[src/rtl/ps2_host_tx.sv]
// PS/2 host-to-device command transmitter for the keyboard port.
// Sends one byte with the inhibit / request-to-send sequence and checks
// the device ACK. The open-drain lines are driven through pull-low enables.
//
// Ports:
//   Clk        in   system clock
//   Reset      in   synchronous active-high reset
//   PS2_KBCLK  in   raw PS/2 clock pin level (asynchronous)
//   PS2_KBDAT  in   raw PS/2 data pin level (asynchronous)
//   Start      in   one-cycle transmit request, accepted only when idle
//   Data       in   command byte, captured on the accepted Start
//   ClkOE      out  1 = pull PS2_KBCLK low
//   DatOE      out  1 = pull PS2_KBDAT low
//   Busy       out  high from accepted Start until Done/Error
//   Done       out  one-cycle pulse after ACK and bus idle
//   Error      out  one-cycle pulse on timeout or missing ACK
//   RxInhibit  out  copy of Busy; receive path discards frames while high
module ps2_host_tx #(
  parameter int unsigned INHIBIT_CYCLES = 6000,
  parameter int unsigned TIMEOUT_CYCLES = 750000
) (
  input  logic       Clk,
  input  logic       Reset,
  input  logic       PS2_KBCLK,
  input  logic       PS2_KBDAT,
  input  logic       Start,
  input  logic [7:0] Data,
  output logic       ClkOE,
  output logic       DatOE,
  output logic       Busy,
  output logic       Done,
  output logic       Error,
  output logic       RxInhibit
);

  localparam int unsigned CNT_MAX = (INHIBIT_CYCLES > TIMEOUT_CYCLES) ?
                                    INHIBIT_CYCLES : TIMEOUT_CYCLES;
  localparam int unsigned CNT_W   = $clog2(CNT_MAX + 1);
  localparam int unsigned BIT_W   = 4;

  localparam logic [CNT_W-1:0] INHIBIT_LOAD = CNT_W'(INHIBIT_CYCLES - 1);
  localparam logic [CNT_W-1:0] TIMEOUT_LOAD = CNT_W'(TIMEOUT_CYCLES - 1);
  localparam logic [BIT_W-1:0] BIT_PARITY   = BIT_W'(8);
  localparam logic [BIT_W-1:0] BIT_STOP     = BIT_W'(9);

  typedef enum logic [2:0] {
    S_IDLE      = 3'd0,
    S_INHIBIT   = 3'd1,
    S_RTS       = 3'd2,
    S_XFER      = 3'd3,
    S_WAIT_IDLE = 3'd4,
    S_DONE      = 3'd5,
    S_ERR       = 3'd6
  } state_t;

  // Synchronizers and clock-edge history
  logic r_clk_s1, r_clk_s2, r_clk_prev;
  logic r_dat_s1, r_dat_s2;
  logic w_fe;

  // FSM and datapath state
  state_t           r_state,  w_state_nxt;
  logic [CNT_W-1:0] r_cnt,    w_cnt_nxt;
  logic [BIT_W-1:0] r_bitcnt, w_bitcnt_nxt;
  logic [7:0]       r_shift,  w_shift_nxt;
  logic             r_parity, w_parity_nxt;
  logic             w_cnt_zero;

  // Registered outputs
  logic r_clkoe, w_clkoe_nxt;
  logic r_datoe, w_datoe_nxt;
  logic r_busy,  w_busy_nxt;
  logic r_done,  w_done_nxt;
  logic r_error, w_error_nxt;

  // Two-flop synchronizers; idle bus level is high, so reset to 1
  always_ff @(posedge Clk) begin
    if (Reset) begin
      r_clk_s1   <= 1'b1;
      r_clk_s2   <= 1'b1;
      r_clk_prev <= 1'b1;
      r_dat_s1   <= 1'b1;
      r_dat_s2   <= 1'b1;
    end else begin
      r_clk_s1   <= PS2_KBCLK;
      r_clk_s2   <= r_clk_s1;
      r_clk_prev <= r_clk_s2;
      r_dat_s1   <= PS2_KBDAT;
      r_dat_s2   <= r_dat_s1;
    end
  end

  assign w_fe       = r_clk_prev & ~r_clk_s2;
  assign w_cnt_zero = (r_cnt == '0);

  // State and datapath registers
  always_ff @(posedge Clk) begin
    if (Reset) begin
      r_state  <= S_IDLE;
      r_cnt    <= '0;
      r_bitcnt <= '0;
      r_shift  <= '0;
      r_parity <= 1'b0;
      r_clkoe  <= 1'b0;
      r_datoe  <= 1'b0;
      r_busy   <= 1'b0;
      r_done   <= 1'b0;
      r_error  <= 1'b0;
    end else begin
      r_state  <= w_state_nxt;
      r_cnt    <= w_cnt_nxt;
      r_bitcnt <= w_bitcnt_nxt;
      r_shift  <= w_shift_nxt;
      r_parity <= w_parity_nxt;
      r_clkoe  <= w_clkoe_nxt;
      r_datoe  <= w_datoe_nxt;
      r_busy   <= w_busy_nxt;
      r_done   <= w_done_nxt;
      r_error  <= w_error_nxt;
    end
  end

  // Next-state, datapath and next-output logic
  always_comb begin
    w_state_nxt  = r_state;
    w_cnt_nxt    = r_cnt;
    w_bitcnt_nxt = r_bitcnt;
    w_shift_nxt  = r_shift;
    w_parity_nxt = r_parity;
    w_datoe_nxt  = 1'b0;
    w_clkoe_nxt  = 1'b0;
    w_busy_nxt   = 1'b0;
    w_done_nxt   = 1'b0;
    w_error_nxt  = 1'b0;

    case (r_state)
      S_IDLE: begin
        if (Start) begin
          w_state_nxt  = S_INHIBIT;
          w_cnt_nxt    = INHIBIT_LOAD;
          w_shift_nxt  = Data;
          w_parity_nxt = ~^Data;
          w_bitcnt_nxt = '0;
        end
      end

      S_INHIBIT: begin
        if (w_cnt_zero) begin
          w_state_nxt = S_RTS;
          w_datoe_nxt = 1'b1;
        end else begin
          w_cnt_nxt = r_cnt - CNT_W'(1);
        end
      end

      // Start bit is already on the line; release clock and arm timeout
      S_RTS: begin
        w_state_nxt  = S_XFER;
        w_cnt_nxt    = TIMEOUT_LOAD;
        w_bitcnt_nxt = '0;
        w_datoe_nxt  = 1'b1;
      end

      // Each device falling edge advances one bit; fe #11 samples the ACK
      S_XFER: begin
        w_datoe_nxt = r_datoe;
        if (w_fe) begin
          w_cnt_nxt    = TIMEOUT_LOAD;
          w_bitcnt_nxt = r_bitcnt + BIT_W'(1);
          if (r_bitcnt < BIT_PARITY) begin
            w_datoe_nxt = ~r_shift[0];
            w_shift_nxt = {1'b0, r_shift[7:1]};
          end else if (r_bitcnt == BIT_PARITY) begin
            w_datoe_nxt = ~r_parity;
          end else if (r_bitcnt == BIT_STOP) begin
            w_datoe_nxt = 1'b0;
          end else begin
            w_datoe_nxt = 1'b0;
            w_state_nxt = r_dat_s2 ? S_ERR : S_WAIT_IDLE;
          end
        end else if (w_cnt_zero) begin
          w_state_nxt = S_ERR;
        end else begin
          w_cnt_nxt = r_cnt - CNT_W'(1);
        end
      end

      // Device must release both lines before the frame counts as done
      S_WAIT_IDLE: begin
        if (r_clk_s2 && r_dat_s2) begin
          w_state_nxt = S_DONE;
        end else if (w_fe) begin
          w_cnt_nxt = TIMEOUT_LOAD;
        end else if (w_cnt_zero) begin
          w_state_nxt = S_ERR;
        end else begin
          w_cnt_nxt = r_cnt - CNT_W'(1);
        end
      end

      S_DONE:  w_state_nxt = S_IDLE;
      S_ERR:   w_state_nxt = S_IDLE;
      default: w_state_nxt = S_IDLE;
    endcase

    // Outputs follow the state being entered so they line up with it
    w_clkoe_nxt = (w_state_nxt == S_INHIBIT) || (w_state_nxt == S_RTS);
    w_busy_nxt  = (w_state_nxt == S_INHIBIT) || (w_state_nxt == S_RTS) ||
                  (w_state_nxt == S_XFER)    || (w_state_nxt == S_WAIT_IDLE);
    w_done_nxt  = (w_state_nxt == S_DONE);
    w_error_nxt = (w_state_nxt == S_ERR);
    if ((w_state_nxt != S_XFER) && (w_state_nxt != S_RTS)) begin
      w_datoe_nxt = 1'b0;
    end
  end

  assign ClkOE     = r_clkoe;
  assign DatOE     = r_datoe;
  assign Busy      = r_busy;
  assign Done      = r_done;
  assign Error     = r_error;
  assign RxInhibit = r_busy;

endmodule

[config.mk]
export PLATFORM = sky130hd
export DESIGN_NAME = ps2_host_tx
export DESIGN_NICKNAME = d
export VERILOG_FILES = /design/src/rtl/ps2_host_tx.sv
export SDC_FILE = /design/constraint.sdc
export NUM_CORES = 1
export LEC_CHECK = 0
export ABC_CLOCK_PERIOD_IN_PS = 4600
export CORE_MARGIN = 1.5
export CORE_UTILIZATION = 50
export CTS_CLUSTER_DIAMETER = 80
export DETAILED_ROUTE_END_ITERATION = 12
export PLACE_DENSITY = 0.7
export SLEW_MARGIN = 40
export SYNTH_ARGS = -nofsm -noshare
export SYNTH_HDL_FRONTEND = slang
export SYNTH_SLANG_ARGS = --single-unit
[constraint.sdc]
create_clock -name Clk -period 4.6 [get_ports Clk]
set_input_delay 1.38 -clock Clk [delete_from_list [all_inputs] [get_ports Clk]]
set_output_delay 1.38 -clock Clk [all_outputs]
set_load 0.05 [all_outputs]
==> qor.yml, run 1 <==
status: "completed"
grt-ovfl-total: 0
grt_max_degree: 22
hold_class: "flop to flop"
finalHoldViolCount: 0
slew_headroom: 0.449
routedWlPerCell_um: 15.2
final_net_count: 344
final.period_utilization: 0.633
cts-hold-fix-buffers: 0
synth_edf_count: 0
grt.total_usage: 0.223
fin_crit_ps: 2910
rows: 26
ff_latch_area_um2: 921
cts_tree: "built"
yosys.area.top_type: "dfxtp_1"
dr.first_iter.drc_count: 225
die_height_um: 76.1
antenna_found_initial: 0
dieArea_mm2: 0.00579
wirelength_mm: 6.07
layout_setup_ws_ps: 1690
grt_pass1_wl_mm: 10.6
required_ps: 4850
core_area_mm2: 0.00514
final_antenna_net_count: 0
final_util: 0.579
pre_cts_slack_ps: 1370
p_leak_nw: 1.08
ctsResizeCount: 0
worst-path-max-fanout: 11
rsz0062_at_grt: "false"
cts_htree_levels: 2
clock-sinks: 46
finalSetupTns_ps: 0
start_util: 0.520
slew_viol_final: 0
fin_worst_skew_ps: 4.90
synth_top_area_frac: 0.345
syn-instance-count: 315
setup_viol: 0
synth.cell_area_mm2: 0.00267
post_cts_buffers: 0
vias: 2312
synth_most_common_cell: "dfxtp_1"
cts_buffer_depth: 2
worstMarginPinSlew_ps: 820
cp-start-kind: "flop"
diodes: 0
ys_types: 67
ys_seq_area_frac: 0.345
drc: 0
numCtsBuffers: 5
avgSynthCellArea_um2: 8.48
ys_warn_count: 0
syn_nets: 332
critPathKind: "flop to flop"
grt_pass1_vias: 2068
via_per_inst: 5.81
io_buffers: 18
multi_input_area_mm2: 0.00164
hpwl_mm: 4.18
root_buffer: "clkbuf_8"
drtPass1Iterations: 4
insertion_delay_ps: 300
async_flop_share: 0
clkSlewWorstSetupHoldPaths_ps: 90
yosys-top-cells-area: "dfxtp_1 (34%), nor2_1 (5.8%), a21oi_1 (4.5%), nor3_1 (3.4%), xnor2_1 (3.3%)"
ys_dominant_reg_cell: "dfxtp_1"
place.gp.congestion: 0.837
power.density_mw_per_mm2: 311
arrival_ps: 3160
max_freq_mhz: 344
cap_violations: 0
fill_cells: 506
netlist_top_cells_count: "dfxtp_1 (46), nor2_1 (41), a21oi_1 (24)"
syn2layout_area_growth_pct: 11.3
layout-drive-gt1-share: 0.125
io_pins: 19
end_kind: "flop"
die_w_um: 76.1
ys_seq_elements: 46
irDropWorstVdd_v: 0.000175
## cells by family after synthesis
kind of cell	synth area share
AND/OR/NAND/NOR	0.257
flip-flops	0.345
XOR/XNOR	0.0393
buffers and inverters	0.0403
AO/OA/AOI/OAI	0.241
multiplexers	0.0595
adder cells (fa/ha/maj)	0.0187
## per-layer routing
metal / up-vias / part of all wire / GRT usage
li1: 1170 / - / -
met5: - / 0 / 0
met2: 50 / 0.43 / 0.329
met1: 1085 / 0.51 / 0.336
met3: 7 / 0.050 / 0.0383
met4: 0 / 0.010 / 0.0556
## critical path, stage by stage, from the launching register on
cell	delay (ps)
dfxtp_1	340
inv_1	80
ha_1	200
nor3b_1	410
nand3_1	490
or2_1	550
and3_4	280
o41ai_4	260
o2111a_1	250
## report_power, final
group | internal (mW) | switching [mW] | leakage, nW
logic | 0.0920 | 0.127 | 0.660
registers | 0.424 | 0.0258 | 0.377
clock network | 0.107 | 0.149 | 0.0441
total | 0.623 | 0.302 | 1.08
## worst paths after layout
check	start	endpoint	slack, ps	cells past startpoint
worst max-delay path	r_cnt[0]	ClkOE	1690	8
worst min register to register	r_dat_s1	r_dat_s2	420	1
worst max register to register	r_cnt[0]	ClkOE	1690	8
worst min-delay path	r_dat_s1	r_dat_s2	420	1
## per-stage QoR
| step | std cells | hold WS (ps) | power [mW] | instance area (um^2) |
|---|---|---|---|---|
| 2_1_floorplan | 315 | 389 | 0.622 | 2670 |
| 3_3_place_gp | 390 | 398 | 0.672 | 2890 |
| 3_5_place_dp | 390 | 393 | 0.674 | 2890 |
| 4_1_cts | 398 | 419 | 0.929 | 2980 |
| 5_1_grt | 398 | 441 | 0.979 | 2980 |
| 6_report | 398 | 418 | 0.925 | 2980 |
## final cells by class
type                       instances  area share
clock inverter                     3     0.00715
timing repair buffer              21      0.0681
tap                               70      0.0294
multi-input combinational        245       0.553
inverter                           8      0.0101
clock buffer                       5      0.0231
sequential                        46       0.310
## cells in the final DEF (no fill, tap or decap), drive strengths merged, types with 5 or more instances in the layout
cell type and n:
nor3 19, clkbuf 5, a311oi 5, a21oi 24, xnor2 10, dfxtp 46, nand3 7, clkdlybuf4s50 18
o21ai 16, mux2 7, inv 8, mux2i 8, nor4 7, nor2 42, o21bai 5, nand2 18
or2 9
## registers in the layout (all words and copies together), names as in the netlist
register    cells
r_bitcnt        4
Done            1
r_dat_s1        1
r_cnt          20
r_shift         8
r_state         3
r_clk_prev      1
r_dat_s2        1
DatOE           1
Busy            1
r_clk_s1        1
ClkOE           1
Error           1
r_parity        1
r_clk_s2        1
Note: power is estimated with default switching activity, not from simulation.
==> run 2: changes to the inputs <==
Settings changed: ABC_CLOCK_PERIOD_IN_PS 4600 to 2950.
Clock period 4.6 ns to 2.95 ns, I/O delays scaled along.
==> qor.yml, run 2 (synthesized netlist as in run 1, its figures left out) <==
status: "completed"
insertion_delay_ps: 310
layout-drive-gt1-share: 0.146
cts_buffer_depth: 2
syn2layout_area_growth_pct: 15.3
r2r_start: "r_state[2]"
ctsResizeCount: 0
instances_no_fill: 405
wirelength_mm: 6.12
drtPass1Iterations: 4
rsz0062_at_grt: "false"
setup_viol: 0
cp-start-kind: "flop"
power.density_mw_per_mm2: 527
grt-ovfl-total: 0
hpwl_mm: 4.20
fin_worst_skew_ps: 2.99
slew_headroom: 0.527
min_from: "r_clk_s1"
slowest_delay_ps: 680
reg2reg_slack_ps: 470
die_height_um: 76.1
path_buf_inv: 0
cts_htree_levels: 2
required_ps: 3140
place.gp.congestion: 0.857
dr.first_iter.drc_count: 235
grt.total_usage: 0.226
slew_viol_final: 0
routedWlPerCell_um: 15.1
start_util: 0.520
core_area_mm2: 0.00514
final_antenna_net_count: 0
post_cts_buffers: 0
clkSlewWorstSetupHoldPaths_ps: 90
cp_top_family: "compound AO/OA/AOI/OAI gates"
top_register: "r_cnt"
root_buffer: "clkbuf_8"
final.period_utilization: 0.840
clock-sinks: 46
top_regs: "r_cnt (20), r_shift (8), r_bitcnt (4)"
final_net_count: 351
arrival_ps: 2670
cts-hold-fix-buffers: 0
irDropWorstVdd_v: 0.000289
final_util: 0.599
hold_class: "flop to flop"
dp_cells: 397
fin_crit_ps: 2480
grt_pass1_vias: 2188
final_common_cell: "dfxtp_1"
crit_path_start: "r_state[2]"
antenna_found_initial: 0
grt_max_degree: 31
die_w_um: 76.1
final_cell_mix: "dfxtp_1 (46), nor2_1 (41), a21oi_1 (24)"
diodes: 0
dieArea_mm2: 0.00579
worstMarginPinSlew_ps: 709
critPathKind: "flop to flop"
io_pins: 19
io_buffers: 18
layout_setup_ws_ps: 472
rows: 26
cap_violations: 0
critPathSlowestCell: "dfxtp_1"
max_freq_mhz: 403
power.total_mw: 1.62
pre_cts_slack_ps: 506
worstPathCellList: "or3b_1 > o21ai_4 > o21ai_2 > a31o_2 > a21oi_1 > a211oi_1"
vias: 2362
via_per_inst: 5.83
end_kind: "flop"
numCtsBuffers: 5
grt_pass1_wl_mm: 10.7
finalHoldViolCount: 0
largest_register_ffs: 20
p_leak_nw: 1.13
worst-path-max-fanout: 18
cts_tree: "built"
finalSetupTns_ps: 0
drc: 0
-- run 2: cell types whose count changed in the layout (fill, tap and decap cells not counted), sizes merged --
cell	previous run	this run
bufinv	0	2
clkinv	2	1
buf	3	10
clkinvlp	1	0
-- run 2: area by class of cell --
cell class / count / area [um^2]
Fill cell: 465 / 2060
Multi-Input combinational cell: 245 / 1650
Sequential cell: 46 / 921
Timing Repair Buffer: 28 / 255
Tap cell: 70 / 87.6
Clock buffer: 5 / 68.8
Clock inverter: 3 / 68.8
Inverter: 8 / 30.0
-- run 2: worst paths after layout --
check             end  cells past startpoint
max          r_cnt[5]                      6
min          r_clk_s2                      1
max reg2reg  r_cnt[5]                      6
min reg2reg  r_clk_s2                      1
-- run 2: worst reg2reg max path: cells and delay by family (launching register included) --
family / cells / cell delay (ps)
AOI/OAI and AO/OA: 5 / 1150
DFF: 1 / 680
and+or+nand+nor: 1 / 540
-- run 2: power by group --
| part | switching, mW | internal (mW) |
|---|---|---|
| Combinational | 0.202 | 0.152 |
| Clock | 0.226 | 0.339 |
| Sequential | 0.0409 | 0.661 |
-- run 2: through the flow --
stage	hold slack [ps]	cell area, um^2
2_1_floorplan	389	2670
3_3_place_gp	403	2940
3_5_place_dp	399	2940
4_1_cts	423	3080
5_1_grt	436	3080
6_report	420	3080
-- run 2: layer usage --
layer  global-route usage  vias to the layer above  share of wire
li1                     -                     1189              -
met1                0.334                     1105           0.51
met2                0.332                       60           0.43
met3               0.0419                        8          0.045
met4               0.0722                        0          0.014
met5                    0                        -              0
